`src/rtl/dus_pkg.sv`:
```
// dus_pkg: state type, geometry helpers and configuration check shared by the downsampler core.
package dus_pkg;

    typedef enum logic [1:0] {IDLE, RUN, DRAIN, DONE} dus_state_e;

    function automatic int dus_oh(input int h, input int f);
        return h / f;
    endfunction

    function automatic int dus_ow(input int w, input int f);
        return w / f;
    endfunction

    function automatic int dus_n(input int h, input int w, input int f);
        return (h / f) * (w / f);
    endfunction

    function automatic int dus_s(input int f, input bit avg);
        return avg ? f * f : 1;
    endfunction

    function automatic int dus_shift(input int f, input bit avg);
        return avg ? 2 * $clog2(f) : 0;
    endfunction

    function automatic int dus_cw(input int n);
        return n > 1 ? $clog2(n) : 1;
    endfunction

    function automatic bit dus_cfg_ok(input int h, input int w, input int f);
        return f >= 1 && (f & (f - 1)) == 0 && h % f == 0 && w % f == 0;
    endfunction

endpackage

```
`src/rtl/dus_addr_gen.sv`:
```
// dus_addr_gen: nested oy/ox/dy/dx read counters producing img/dus addresses incrementally.
module dus_addr_gen
    import dus_pkg::*;
#(
    parameter int IMG_H  = 32,
    parameter int IMG_W  = 32,
    parameter int FACTOR = 2,
    parameter int SUB    = 1,
    parameter int IMG_AW = 10,
    parameter int DUS_AW = 8
) (
    input  logic              clk,
    input  logic              rst,
    input  logic              adv_i,
    output logic [IMG_AW-1:0] img_addr_o,
    output logic [DUS_AW-1:0] dus_addr_o,
    output logic              first_o,
    output logic              last_o,
    output logic              end_o
);

    localparam int OH = dus_oh(IMG_H, FACTOR);
    localparam int OW = dus_ow(IMG_W, FACTOR);
    localparam int DW = dus_cw(SUB);
    localparam int XW = dus_cw(OW);
    localparam int YW = dus_cw(OH);
    // Address deltas for each counter wrap; negative steps rely on modulo-2^IMG_AW wrap.
    localparam logic [IMG_AW-1:0] STEP_DY = IMG_AW'(IMG_W - (SUB - 1));
    localparam logic [IMG_AW-1:0] STEP_OX = IMG_AW'(FACTOR - (SUB - 1) * (IMG_W + 1));
    localparam logic [IMG_AW-1:0] STEP_OY = IMG_AW'((FACTOR - SUB) * IMG_W + FACTOR - SUB + 1);

    logic [DW-1:0]     dx_q, dy_q;
    logic [XW-1:0]     ox_q;
    logic [YW-1:0]     oy_q;
    logic [IMG_AW-1:0] img_q;
    logic [DUS_AW-1:0] dus_q;
    logic              dx_end, dy_end, ox_end, oy_end;

    assign dx_end     = dx_q == DW'(SUB - 1);
    assign dy_end     = dy_q == DW'(SUB - 1);
    assign ox_end     = ox_q == XW'(OW - 1);
    assign oy_end     = oy_q == YW'(OH - 1);
    assign first_o    = dx_q == '0 && dy_q == '0;
    assign last_o     = dx_end && dy_end;
    assign end_o      = last_o && ox_end && oy_end;
    assign img_addr_o = img_q;
    assign dus_addr_o = dus_q;

    always_ff @(posedge clk) begin
        if (rst) begin
            dx_q  <= '0;
            dy_q  <= '0;
            ox_q  <= '0;
            oy_q  <= '0;
            img_q <= '0;
            dus_q <= '0;
        end else if (adv_i) begin
            dx_q  <= dx_end ? '0 : dx_q + DW'(1);
            dy_q  <= !dx_end ? dy_q : dy_end ? '0 : dy_q + DW'(1);
            ox_q  <= !last_o ? ox_q : ox_end ? '0 : ox_q + XW'(1);
            oy_q  <= !(last_o && ox_end) ? oy_q : oy_end ? '0 : oy_q + YW'(1);
            dus_q <= !last_o ? dus_q : end_o ? '0 : dus_q + DUS_AW'(1);
            img_q <= end_o ? '0 : !dx_end ? img_q + IMG_AW'(1) : !dy_end ? img_q + STEP_DY :
                     !ox_end ? img_q + STEP_OX : img_q + STEP_OY;
        end
    end

endmodule

```
`src/rtl/dus_stream_core.sv`:
```
// dus_stream_core: ap_ctrl_hs image downsampler, one img read per cycle, decimation by default.
// Define DUS_STREAM_AVG_EN to replace decimation with a truncating FACTOR x FACTOR box average.
module dus_stream_core
    import dus_pkg::*;
#(
    parameter int DATA_W = 32,
    parameter int IMG_H  = 32,
    parameter int IMG_W  = 32,
    parameter int FACTOR = 2,
    parameter int IMG_AW = $clog2(IMG_H * IMG_W),
    parameter int DUS_AW = $clog2((IMG_H / FACTOR) * (IMG_W / FACTOR))
) (
    input  logic              clk,
    input  logic              rst,
    input  logic              ap_start,
    output logic              ap_done,
    output logic              ap_ready,
    output logic              ap_idle,
    output logic              img_ce0,
    output logic              img_we0,
    output logic [IMG_AW-1:0] img_address0,
    output logic [DATA_W-1:0] img_d0,
    input  logic [DATA_W-1:0] img_q0,
    output logic              dus_ce0,
    output logic              dus_we0,
    output logic [DUS_AW-1:0] dus_address0,
    output logic [DATA_W-1:0] dus_d0,
    input  logic [DATA_W-1:0] dus_q0
);

`ifdef DUS_STREAM_AVG_EN
    localparam bit AVG = 1'b1;
`else
    localparam bit AVG = 1'b0;
`endif
    localparam int SUB = AVG ? FACTOR : 1;
    localparam int SH  = dus_shift(FACTOR, AVG);

    if (!dus_cfg_ok(IMG_H, IMG_W, FACTOR)) begin : g_bad_cfg
        $fatal(1, "dus_stream_core: FACTOR must be a power of two dividing IMG_H and IMG_W");
    end

    dus_state_e        state_q, state_d;
    logic              rd, first, last, fin, wr;
    logic              vld_q, first_q, last_q;
    logic [DUS_AW-1:0] dus_addr, dus_addr_q;
    logic [DATA_W-1:0] dus_d;

    dus_addr_gen #(
        .IMG_H (IMG_H),
        .IMG_W (IMG_W),
        .FACTOR(FACTOR),
        .SUB   (SUB),
        .IMG_AW(IMG_AW),
        .DUS_AW(DUS_AW)
    ) u_addr (
        .clk       (clk),
        .rst       (rst),
        .adv_i     (rd),
        .img_addr_o(img_address0),
        .dus_addr_o(dus_addr),
        .first_o   (first),
        .last_o    (last),
        .end_o     (fin)
    );

    always_comb begin
        state_d = state_q;
        case (state_q)
            IDLE:    state_d = ap_start ? RUN : IDLE;
            RUN:     state_d = fin ? DRAIN : RUN;
            DRAIN:   state_d = DONE;
            default: state_d = IDLE;
        endcase
    end

    // Read-side flags delayed one cycle to line up with img_q0.
    always_ff @(posedge clk) begin
        if (rst) begin
            state_q    <= IDLE;
            vld_q      <= 1'b0;
            first_q    <= 1'b0;
            last_q     <= 1'b0;
            dus_addr_q <= '0;
        end else begin
            state_q    <= state_d;
            vld_q      <= rd;
            first_q    <= first;
            last_q     <= last;
            dus_addr_q <= dus_addr;
        end
    end

    assign rd           = state_q == RUN;
    assign wr           = vld_q && last_q;
    assign ap_idle      = state_q == IDLE;
    assign ap_done      = state_q == DONE;
    assign ap_ready     = ap_done;
    assign img_ce0      = rd;
    assign img_we0      = 1'b0;
    assign img_d0       = '0;
    assign dus_ce0      = wr;
    assign dus_we0      = wr;
    assign dus_address0 = wr ? dus_addr_q : '0;
    assign dus_d0       = wr ? dus_d : '0;

`ifdef DUS_STREAM_AVG_EN
    localparam int AW = DATA_W + SH;
    logic [AW-1:0] acc_q, sum;
    logic          unused_w;

    // The block's first sample restarts the sum rather than adding to the previous block.
    assign sum      = (first_q ? '0 : acc_q) + AW'(img_q0);
    assign dus_d    = DATA_W'(sum >> SH);
    assign unused_w = ^dus_q0;

    always_ff @(posedge clk) begin
        if (rst) acc_q <= '0;
        else if (vld_q) acc_q <= sum;
    end
`else
    logic unused_w;

    assign dus_d    = img_q0;
    assign unused_w = ^{dus_q0, first_q};
`endif

endmodule

```
`config.mk`:
```
export PLATFORM = sky130hd
export DESIGN_NAME = dus_stream_core
export DESIGN_NICKNAME = d
export VERILOG_FILES = /design/src/rtl/dus_pkg.sv /design/src/rtl/dus_addr_gen.sv /design/src/rtl/dus_stream_core.sv
export SDC_FILE = /design/constraint.sdc
export NUM_CORES = 1
export LEC_CHECK = 0
export BUFFER_PORTS_ARGS = -buffer_cell sky130_fd_sc_hd__buf_2
export CORE_UTILIZATION = 40
export CTS_CLUSTER_SIZE = 40
export DETAILED_ROUTE_END_ITERATION = 12
export PLACE_DENSITY = 0.8
export SYNTH_ARGS = -nofsm -noshare
export SYNTH_HDL_FRONTEND = slang
export SYNTH_SLANG_ARGS = --single-unit
```
`constraint.sdc`:
```
create_clock -name clk -period 4.48 [get_ports clk]
set_input_delay 0.224 -clock clk [delete_from_list [all_inputs] [get_ports clk]]
set_output_delay 0.224 -clock clk [all_outputs]
set_load 0.02 [all_outputs]
```
==> results of run 1 <==
## report_power, final
group | switching, W | internal [W] | total, W
Combinational | 0.0000627 | 0.0000274 | 0.0000901
Sequential | 0.0000142 | 0.000335 | 0.000350
Clock | 0.000108 | 0.000122 | 0.000230
Total | 0.000185 | 0.000485 | 0.000670
## final cells by class
class                           instances  share of cell area, %
Multi-Input combinational cell        191                   44.2
Antenna cell                            1                  0.102
Clock buffer                            7                   3.51
Timing Repair Buffer                   89                   18.1
Inverter                                3                  0.458
Sequential cell                        37                   30.1
Tap cell                               67                   3.41
## cell families (layout without fill, tap and decap cells)
family / Yosys count / in the layout
muxes: 3 / 3
and+or+nand+nor: 114 / 114
adders and majority gates: 6 / 6
xor gates and xnor gates: 12 / 12
DFF: 37 / 37
other: 1 / 35
AOI/OAI and AO/OA: 22 / 22
buffers and inverters: 54 / 99
## Yosys cell counts
master     instances
xnor2_1            2
nor3b_1            1
and4b_1            1
and2_1             2
a211oi_1           1
nor2_1            22
buf_4             36
a21o_1             1
o21ai_0            6
and3_1            42
nand3_1            6
inv_1              3
mux2i_1            3
ha_1               4
maj3_2             2
buf_2              2
conb_1             1
nand2_1           12
a21oi_1           12
nand4_1            7
nand3_2            2
nor2b_1            8
nor3_1             3
a2111oi_0          1
and3_2             1
o21a_1             1
clkbuf_1          13
nand2b_1           2
or3_1              5
xor2_1            10
dfxtp_1           37
## placed cells by master, fill, tap and decap left out, drive strengths merged
master,netlist,routed
xnor2,2,2
xor2,10,10
nor3,3,3
o21ai,6,6
a21oi,12,12
nand2,12,12
inv,3,3
or3,5,5
ha,4,4
buf,38,89
mux2i,3,3
nand2b,2,2
and2,2,2
nor2b,8,8
diode,0,1
a21o,1,1
maj3,2,2
nor2,22,22
and3,43,43
nor3b,1,1
a2111oi,1,1
and4b,1,1
nand4,7,7
dfxtp,37,37
nand3,8,8
conb,1,34
a211oi,1,1
clkbuf,13,7
o21a,1,1
## metal layers
layer | global-route usage [%] | up-vias | wire length [µm]
li1 | - | 934 | -
met1 | 20.7 | 847 | 1930
met2 | 29.6 | 75 | 2450
met3 | 5.35 | 5 | 272
met4 | 6.41 | 0 | 51
met5 | 0 | - | 0
## state kept, by name (all words and copies together), names as in the netlist
register	cells
dus_addr_q	8
last_q	1
state_q	2
u_addr.dus_addr_o	8
u_addr.img_addr_o	9
u_addr.ox_q	4
u_addr.oy_q	4
vld_q	1
## stage by stage
stage,util (%),cell area (µm²)
floorplan,-,2170
global placement,49.2,2370
detailed placement,49.2,2370
CTS,51.0,2450
global route,51.0,2450
finish,51.0,2460
## critical path: stages (launching register included)
cell and delay, ps:
dfxtp_1 400, nand2b_1 470, inv_1 400, buf_2 280
## how the worst max path moves through the flow
stage / endpoint / cells after the start
final: img_ce0 / 3
after global placement: u_addr.img_addr_o[8] / 5
after detailed placement: u_addr.img_addr_o[8] / 5
after CTS: img_ce0 / 3
after global routing: img_ce0 / 3
after floorplan: u_addr.img_addr_o[7] / 5
==> qor.yml, run 1 <==
synth:
  synth-compound-area-share_pct: 5.94
  yosysTopAreaCell: "dfxtp_1"
  avgSynthCellArea_um2: 8.21
  synth-simple-area-share_pct: 30.8
  seq_area_frac_synth_pct: 36.2
  synthMuxAreaShare_pct: 1.47
  synth_top_family_by_area: "simple AND/OR/NAND/NOR gates"
  synth_top_area_share_pct: 36.2
  ys_top_cells_by_area: "dfxtp_1 36%, buf_4 13%, and3_1 13%"
  synth-xor-area-share_pct: 5.14
  synth_cell_types: 31
  synthCells: 249
  ys_ff_latch: 37
  yosysWarnings: 0
  netlist_area_um2: 2040
  synthAdderAreaFrac_pct: 3.55
critical_path:
  rr_startpoint: "state_q[1]"
  reg2regPathDepth: 5
  cp_max_fo: 16
  rrSetupSlack_ps: 2510
  cp-end-kind: "output pin"
  crit_path_start: "state_q[1]"
  rr_endpoint: "u_addr.img_addr_o[8]"
  crit_type: "reg2out"
  cp.arrival_ps: 1830
  worstPathRequired_ps: 4260
  cp-start-kind: "flop"
floorplan:
  die_area_um2: 5400
  io_pins: 156
  initial_core_util_pct: 42.4
  rows: 25
  die_h_um: 73.5
  die_w_um: 73.5
  core_um2: 4820
global_route:
  grt_overflow: 0
  grt_pass1_wl_um: 7190
  antenna_found_initial: 0
  grt_max_degree: 42
  grt_use_total_pct: 17.4
  grt_pass1_vias: 1517
power_and_ir_drop:
  power.density_nw_per_um2: 273
  total_power_w: 0.000670
  ir_drop_v: 0.000209
  cellLeakagePower_nw: 1.36
route:
  drc: 0
  antenna_left: 0
  via_per_inst: 4.71
  drt_iter0_drc: 52
  drt-pass1-iter-count: 4
  post_drt_wl_per_cell_um: 11.9
  via_count: 1861
  drt_wl_total_um: 4710
sta:
  tns_ps: 0
  final-hold-violation-count: 0
  setup_viol: 0
  finalMaxSlewViolations: 0
  min_period_over_period_pct: 45.8
  fmax_mhz: 487
  slew_headroom_pct: 38.9
  min_period_ps: 2050
  fin_skew_ps: 4.76
  fin_ws_ps: 2430
  rsz0062_at_grt: "false"
  tightestPinTransition_ps: 915
  holdWs_ps: 262
placed_design:
  place_inst: 387
  dp_slack_ps: 2550
  globalplace.congestion: 0.802
  numPortBuffers: 89
  place.detailed.hpwl_um: 3630
cells_and_area:
  multiInputGateArea_um2: 1090
  ff_latch_area_um2: 741
  syn2layout_area_growth_pct: 20.2
  fillers: 472
  nets: 398
  drive_above_1_share_pct: 30.6
  fin_cells: 395
min_path:
  worstHoldEndpoint: "state_q[0]"
  worstHoldPathType: "in2reg"
  hold_path_depth: 4
  holdCritStartpoint: "ap_start"
clock_network:
  cts_setup_buffers: 0
  clock_path_buffers: 2
  cts_resized: 0
  cts_tree: "built"
  cts_sinks: 37
  h-tree-depth: 2
  clock_latency_ps: 290
  cts_root_buf: "clkbuf_8"
  cts_buffers: 5
  hold_buffers: 0
  clkSlewWorstSetupHoldPaths_ps: 60
run_status:
  status: "completed"
flow_run:
  drv_cap: 0
Power figures use the tool's default switching activity.
==> inputs of run 2 (changes only) <==
--- a/config.mk
+++ b/config.mk
@@ -5,11 +5,12 @@
 export SDC_FILE = /design/constraint.sdc
 export NUM_CORES = 1
 export LEC_CHECK = 0
+export ABC_AREA = 1
 export BUFFER_PORTS_ARGS = -buffer_cell sky130_fd_sc_hd__buf_2
-export CORE_UTILIZATION = 40
+export CORE_UTILIZATION = 37
 export CTS_CLUSTER_SIZE = 40
 export DETAILED_ROUTE_END_ITERATION = 12
-export PLACE_DENSITY = 0.8
+export PLACE_DENSITY = 0.77
 export SYNTH_ARGS = -nofsm -noshare
 export SYNTH_HDL_FRONTEND = slang
 export SYNTH_SLANG_ARGS = --single-unit
==> constraint.sdc (replaced) <==
create_clock -name clk -period 1.7 [get_ports clk]
set_input_delay 0.085 -clock clk [delete_from_list [all_inputs] [get_ports clk]]
set_output_delay 0.085 -clock clk [all_outputs]
set_load 0.02 [all_outputs]
==> qor.yml, run 2 <==
run_status:
  status: "completed"
power_and_ir_drop:
  ir_drop_v: 0.000672  # +220%
  p_int_w: 0.00141  # +190%
  swShare_pct: 28.1  # +0.43 points
  p_seq_share_pct: 46.2  # -6.0 points
  cellLeakagePower_nw: 1.42  # +4.0%
  switchingPower_w: 0.000549  # +200%
  power.density_nw_per_um2: 739  # +170%
  comb_power_share_pct: 14.4  # +0.9 points
  clockPowerShare_pct: 39.3  # +5.0 points
cells_and_area:
  syn2layout_area_growth_pct: 21.9
  nets: 474  # +19%
  mostFrequentLayoutCell: "buf_2"
  fin_cells: 476  # +21%
  largest_reg_flops: 9  # unchanged
  layout_common_cells: "89 x buf_2, 71 x nor2_1, 61 x inv_1, 37 x dfxtp_1, 34 x conb_1"
  final_area_um2: 2650  # +7.7%
  diodes: 0  # -1
  drive_above_1_share_pct: 28.5  # -2.1 points
synth:
  yosysWarnings: 0  # unchanged
  ys_top_cells_by_area: "dfxtp_1 34%, buf_4 12%, nor2_1 12%"
  ys_ff_latch: 37  # unchanged
  ys.flop_type: "dfxtp_1"
  avgSynthCellArea_um2: 6.87  # -16%
  netlist_area_um2: 2170  # +6.2%
  synth_top_area_share_pct: 34.1  # -2.1 points
  synthCells: 316  # +27%
  netlist_top_cells_count: "71 x nor2_1, 61 x inv_1, 37 x dfxtp_1"
  synth_edf_count: 0  # unchanged
  synth_most_common_cell: "nor2_1"
  synth_cell_types: 36  # +16%
  async_flop_share_pct: 0  # unchanged
  yosysTopAreaCell: "dfxtp_1"
  seq_area_frac_synth_pct: 34.1  # -2.1 points
route:
  via_per_inst: 4.26  # -9.7%
  via_count: 2026  # +8.9%
  drt_wl_total_um: 4550  # -3.4%
  drt-pass1-iter-count: 4  # unchanged
  post_drt_wl_per_cell_um: 9.56  # -20%
  antenna_left: 0  # unchanged
  drc: 0  # unchanged
  drt_iter0_drc: 41  # -21%
global_route:
  grt_use_total_pct: 15.8  # -1.7 points
  grt_pass1_wl_um: 7690  # +7.0%
  grt_pass1_vias: 1827  # +20%
  antenna_found_initial: 0  # unchanged
  grt_max_degree: 42  # unchanged
  grt_overflow: 0  # unchanged
clock_network:
  cts_sinks: 37  # unchanged
  cts_resized: 0  # unchanged
  clkSlewWorstSetupHoldPaths_ps: 80  # +20 ps
  h-tree-depth: 2  # unchanged
  cts_buffers: 5  # unchanged
  hold_buffers: 0  # unchanged
  clock_path_buffers: 2  # unchanged
  cts_tree: "built"
  cts_setup_buffers: 0  # unchanged
  cts_root_buf: "clkbuf_8"
  clock_latency_ps: 290  # about the same
placed_design:
  numPortBuffers: 89  # unchanged
  dp_slack_ps: 148  # -2400 ps
  dpl_cell_area_um2: 2530  # +6.8%
  globalplace.congestion: 0.855  # +6.5%
  place_inst: 468  # +21%
  place.detailed.hpwl_um: 3690  # +1.5%
floorplan:
  die_w_um: 78.6  # +6.9%
  die_area_um2: 6180  # +14%
  io_pins: 156  # unchanged
  rows: 27  # +8.0%
  initial_core_util_pct: 38.9  # -3.5 points
  die_h_um: 78.6  # +6.9%
  core_um2: 5570  # +16%
critical_path:
  path_common_cell: "nor2_1"
  reg2regPathDepth: 8  # +3
  crit_family: "simple AND/OR/NAND/NOR gates"
  cp-end-kind: "flop"
  crit_path_start: "u_addr.ox_q[0]"
  cp-start-kind: "flop"
  worstPathRequired_ps: 1890  # -2370 ps
  worstPathCellList: "ha_2 > nand3_4 > nor2_1 > nand2_1 > nand2_4 > inv_4 > o21ai_0 > nor2_1"
  max_stage_delay_ps: 390  # -80 ps
  cp_max_fo: 10  # -6
  cp.depth: 8  # +5
  cp.arrival_ps: 1720  # -110 ps
  crit_slowest_cell: "dfxtp_1"
  rr_startpoint: "u_addr.ox_q[0]"
  cp_num_buf_inv: 1  # -1
  crit_type: "reg2reg"
sta:
  fin_ws_ps: 176  # -2250 ps
  fmax_mhz: 656
  rsz0062_at_grt: "false"
  min_period_ps: 1520
  tns_ps: 0  # unchanged
  setup_viol: 0  # unchanged
  fin_skew_ps: 3.09  # -1.66 ps
  min_period_over_period_pct: 89.6
  final-hold-violation-count: 0  # unchanged
  finalMaxSlewViolations: 0  # unchanged
flow_run:
  drv_cap: 0  # unchanged
min_path:
  hold_path_depth: 3  # -1
  holdCritStartpoint: "ap_start"
  worstHoldPathType: "in2reg"
[run 2: changes by cell type in the layout (fill, tap and decap cells not counted), moves of 5 or more]
cell | previous run | this run
nand2_1 | 12 | 25
or3_1 | 5 | 0
inv_1 | 3 | 61
nor2_1 | 22 | 71
and3_1 | 42 | 1
xor2_1 | 10 | 4
nor2b_1 | 8 | 0
a21oi_1 | 12 | 18
[run 2: final timing paths]
kind	endpoint	slack (ps)
hold / removal	state_q[0]	140
setup / recovery	u_addr.img_addr_o[8]	180
setup reg to reg	u_addr.img_addr_o[8]	180
hold reg to reg	dus_addr_q[7]	440
[run 2: power by group through the flow]
| stage | registers [W] | logic (W) | clock network [W] |
|---|---|---|---|
| after floorplan | 0.000925 | 0.000262 | 0 |
| after global placement | 0.000922 | 0.000280 | 0 |
| after detailed placement | 0.000924 | 0.000284 | 0 |
| after CTS | 0.000904 | 0.000285 | 0.000784 |
| after global routing | 0.000907 | 0.000317 | 0.000824 |
| final | 0.000904 | 0.000283 | 0.000770 |
[run 2: layer usage]
| layer | global-route usage [%] | vias to the layer above | wire length [µm] |
|---|---|---|---|
| met2 | 29.5 | 74 | 2280 |
| li1 | - | 1059 | - |
| met3 | 3.95 | 5 | 314 |
| met1 | 16.9 | 888 | 1900 |
| met5 | 0 | - | 0 |
| met4 | 5.74 | 0 | 59 |
[run 2: cell type report]
class / instances / area (µm²)
tap: 72 / 90.1
sequential: 37 / 741
fill: 568 / 2930
clock buffer: 5 / 68.8
clock inverter: 3 / 46.3
inverter: 65 / 246
multi-input combinational: 203 / 993
timing repair buffer: 91 / 460
[run 2: tightest hold or removal path, delay by kind of cell]
kind / cells / cell delay (ps)
buffers and inverters: 1 / 100
AOI/OAI and AO/OA: 2 / 200
[run 2: logic make-up after synthesis]
family	share of synthesized area, %
compound gates	8.99
xor+xnor	1.61
fa+ha+maj	2.31
buf+inv	25.9
flops	34.1
other cells	0.173
simple gates	26.9
[run 2: stage by stage]
stage               utilization, %  total power [W]  hold WS [ps]
floorplan                        -          0.00119           289
global placement              45.4          0.00120           426
detailed placement            45.4          0.00121           434
CTS                           47.4          0.00197           141
global route                  47.5          0.00205           157
finish                        47.5          0.00196           135
==> inputs of run 3 (changes only) <==
--- a/config.mk
+++ b/config.mk
@@ -10,6 +10,7 @@
 export CORE_UTILIZATION = 37
 export CTS_CLUSTER_SIZE = 40
 export DETAILED_ROUTE_END_ITERATION = 12
+export GPL_TIMING_DRIVEN = 0
 export PLACE_DENSITY = 0.77
 export SYNTH_ARGS = -nofsm -noshare
 export SYNTH_HDL_FRONTEND = slang
==> qor.yml, run 3 (same netlist as run 2, synthesis figures left out) <==
global_route:
  grt_use_total_pct: 16.2  # +0.40 points
  grt_pass1_wl_um: 8130  # +5.7%
  grt_max_degree: 12  # -71%
  grt_pass1_vias: 1909  # +4.5%
  antenna_found_initial: 0  # unchanged
  grt_overflow: 0  # unchanged
run_status:
  status: "completed"
route:
  via_per_inst: 4.13  # -3.0%
  via_count: 2135  # +5.4%
  drt_wl_total_um: 4840  # +6.3%
  antenna_left: 0  # unchanged
  drc: 0  # unchanged
  drt_iter0_drc: 24  # -41%
  post_drt_wl_per_cell_um: 9.35  # -2.1%
  drt-pass1-iter-count: 4  # unchanged
cells_and_area:
  nets: 515  # +8.6%
  diodes: 0  # unchanged
  mostFrequentLayoutCell: "buf_2"
  final_area_um2: 2930  # +11%
  drive_above_1_share_pct: 33.9  # +5.5 points
  fin_cells: 517  # +8.6%
  layout_common_cells: "89 x buf_2, 71 x nor2_1, 61 x inv_1, 37 x dfxtp_1, 36 x buf_4"
  syn2layout_area_growth_pct: 34.9
  largest_reg_flops: 9  # unchanged
  fillers: 535  # -5.8%
critical_path:
  cp.arrival_ps: 1730  # about the same
  cp-end-kind: "flop"
  cp_max_fo: 6  # -4
  crit_family: "compound AO/OA/AOI/OAI gates"
  cp_num_buf_inv: 1  # unchanged
  rrSetupSlack_ps: 120  # -50 ps
  crit_path_start: "u_addr.ox_q[0]"
  crit_type: "reg2reg"
  worstPathCellList: "ha_1 > nand3_4 > o21ai_1 > inv_1 > nand3b_1 > a21oi_1"
  max_stage_delay_ps: 370  # -20 ps
  worstPathRequired_ps: 1850  # -40 ps
  cp-start-kind: "flop"
  rr_startpoint: "u_addr.ox_q[0]"
  crit_slowest_cell: "dfxtp_1"
sta:
  rsz0062_at_grt: "false"
  fmax_mhz: 634  # -3.3%
  min_period_ps: 1580  # +52.5 ps
  fin_skew_ps: 6.05  # +2.95 ps
  holdWs_ps: 73.6  # -61.5 ps
  finalMaxSlewViolations: 0  # unchanged
  tns_ps: 0  # unchanged
  final-hold-violation-count: 0  # unchanged
  min_period_over_period_pct: 92.7  # +3.1 points
  setup_viol: 0  # unchanged
clock_network:
  cts_root_buf: "clkbuf_8"
  cts_sinks: 37  # unchanged
  clock_latency_ps: 280  # about the same
  cts_setup_buffers: 0  # unchanged
  cts_buffers: 5  # unchanged
  clkSlewWorstSetupHoldPaths_ps: 70  # about the same
  h-tree-depth: 2  # unchanged
  clock_path_buffers: 2  # unchanged
  cts_tree: "built"
power_and_ir_drop:
  cellLeakagePower_nw: 1.63  # +15%
  ir_drop_v: 0.000453  # -33%
  power.density_nw_per_um2: 655  # -11%
  total_power_w: 0.00192  # -1.9%
floorplan:
  io_pins: 156  # unchanged
  rows: 27  # unchanged
  die_w_um: 78.6  # unchanged
  core_um2: 5570  # unchanged
  die_h_um: 78.6  # unchanged
  initial_core_util_pct: 38.9  # unchanged
  die_area_um2: 6180  # unchanged
placed_design:
  dpl_cell_area_um2: 2830  # +12%
  globalplace.congestion: 0.787  # -7.9%
  place.detailed.hpwl_um: 4040  # +9.6%
  place_inst: 509  # +8.8%
  numPortBuffers: 88  # -1.1%
flow_run:
  drv_cap: 0  # unchanged
min_path:
  holdCritStartpoint: "rst"
  worstHoldPathType: "in2reg"
run 3: cell types whose count changed in the layout (fill, tap and decap cells not counted), sizes merged:
cell,change
buf,+36
clkbuf,+7
bufinv,-1
clkinvlp,-1
run 3: final timing paths:
path,endpoint,cells after the start
worst max-delay path,u_addr.img_addr_o[5],6
worst min-delay path,u_addr.img_addr_o[1],2
worst max register to register,u_addr.img_addr_o[5],6
worst min register to register,dus_addr_q[7],2
run 3: power by group:
group,internal (W),switching [W],leakage (nW)
Sequential,0.000887,0.0000167,0.300
Clock,0.000366,0.000293,0.0542
Combinational,0.000141,0.000214,1.27
run 3: what timing repair did:
action,4_1_cts,5_1_grt
endpoints found under the hold margin,0,0
endpoints found under the setup margin,0,1
hold buffers,0,0
gates resized for setup,0,2
run 3: area by class of cell:
type	instances	area [µm²]	share of cell area (%)
multi-input combinational	203	991	33.8
sequential	37	741	25.3
timing repair buffer	88	440	15.0
buffer	44	318	10.9
inverter	65	246	8.42
clock buffer	7	96.3	3.29
tap	72	90.1	3.08
clock inverter	1	5.00	0.171
run 3: per-stage QoR:
stage	setup slack (ps)	util (%)
2_1_floorplan	332	-
3_3_place_gp	171	50.7
3_5_place_dp	146	50.7
4_1_cts	132	52.5
5_1_grt	0.854	52.5
6_report	124	52.5
run 3: metal layers:
| layer | track usage (%) | vias to the layer above | share of wire, % |
|---|---|---|---|
| li1 | - | 1134 | - |
| met1 | 17.6 | 909 | 39 |
| met2 | 31.0 | 88 | 50 |
| met3 | 4.53 | 4 | 9.9 |
| met4 | 2.78 | 0 | 0.29 |
| met5 | 0 | - | 0 |
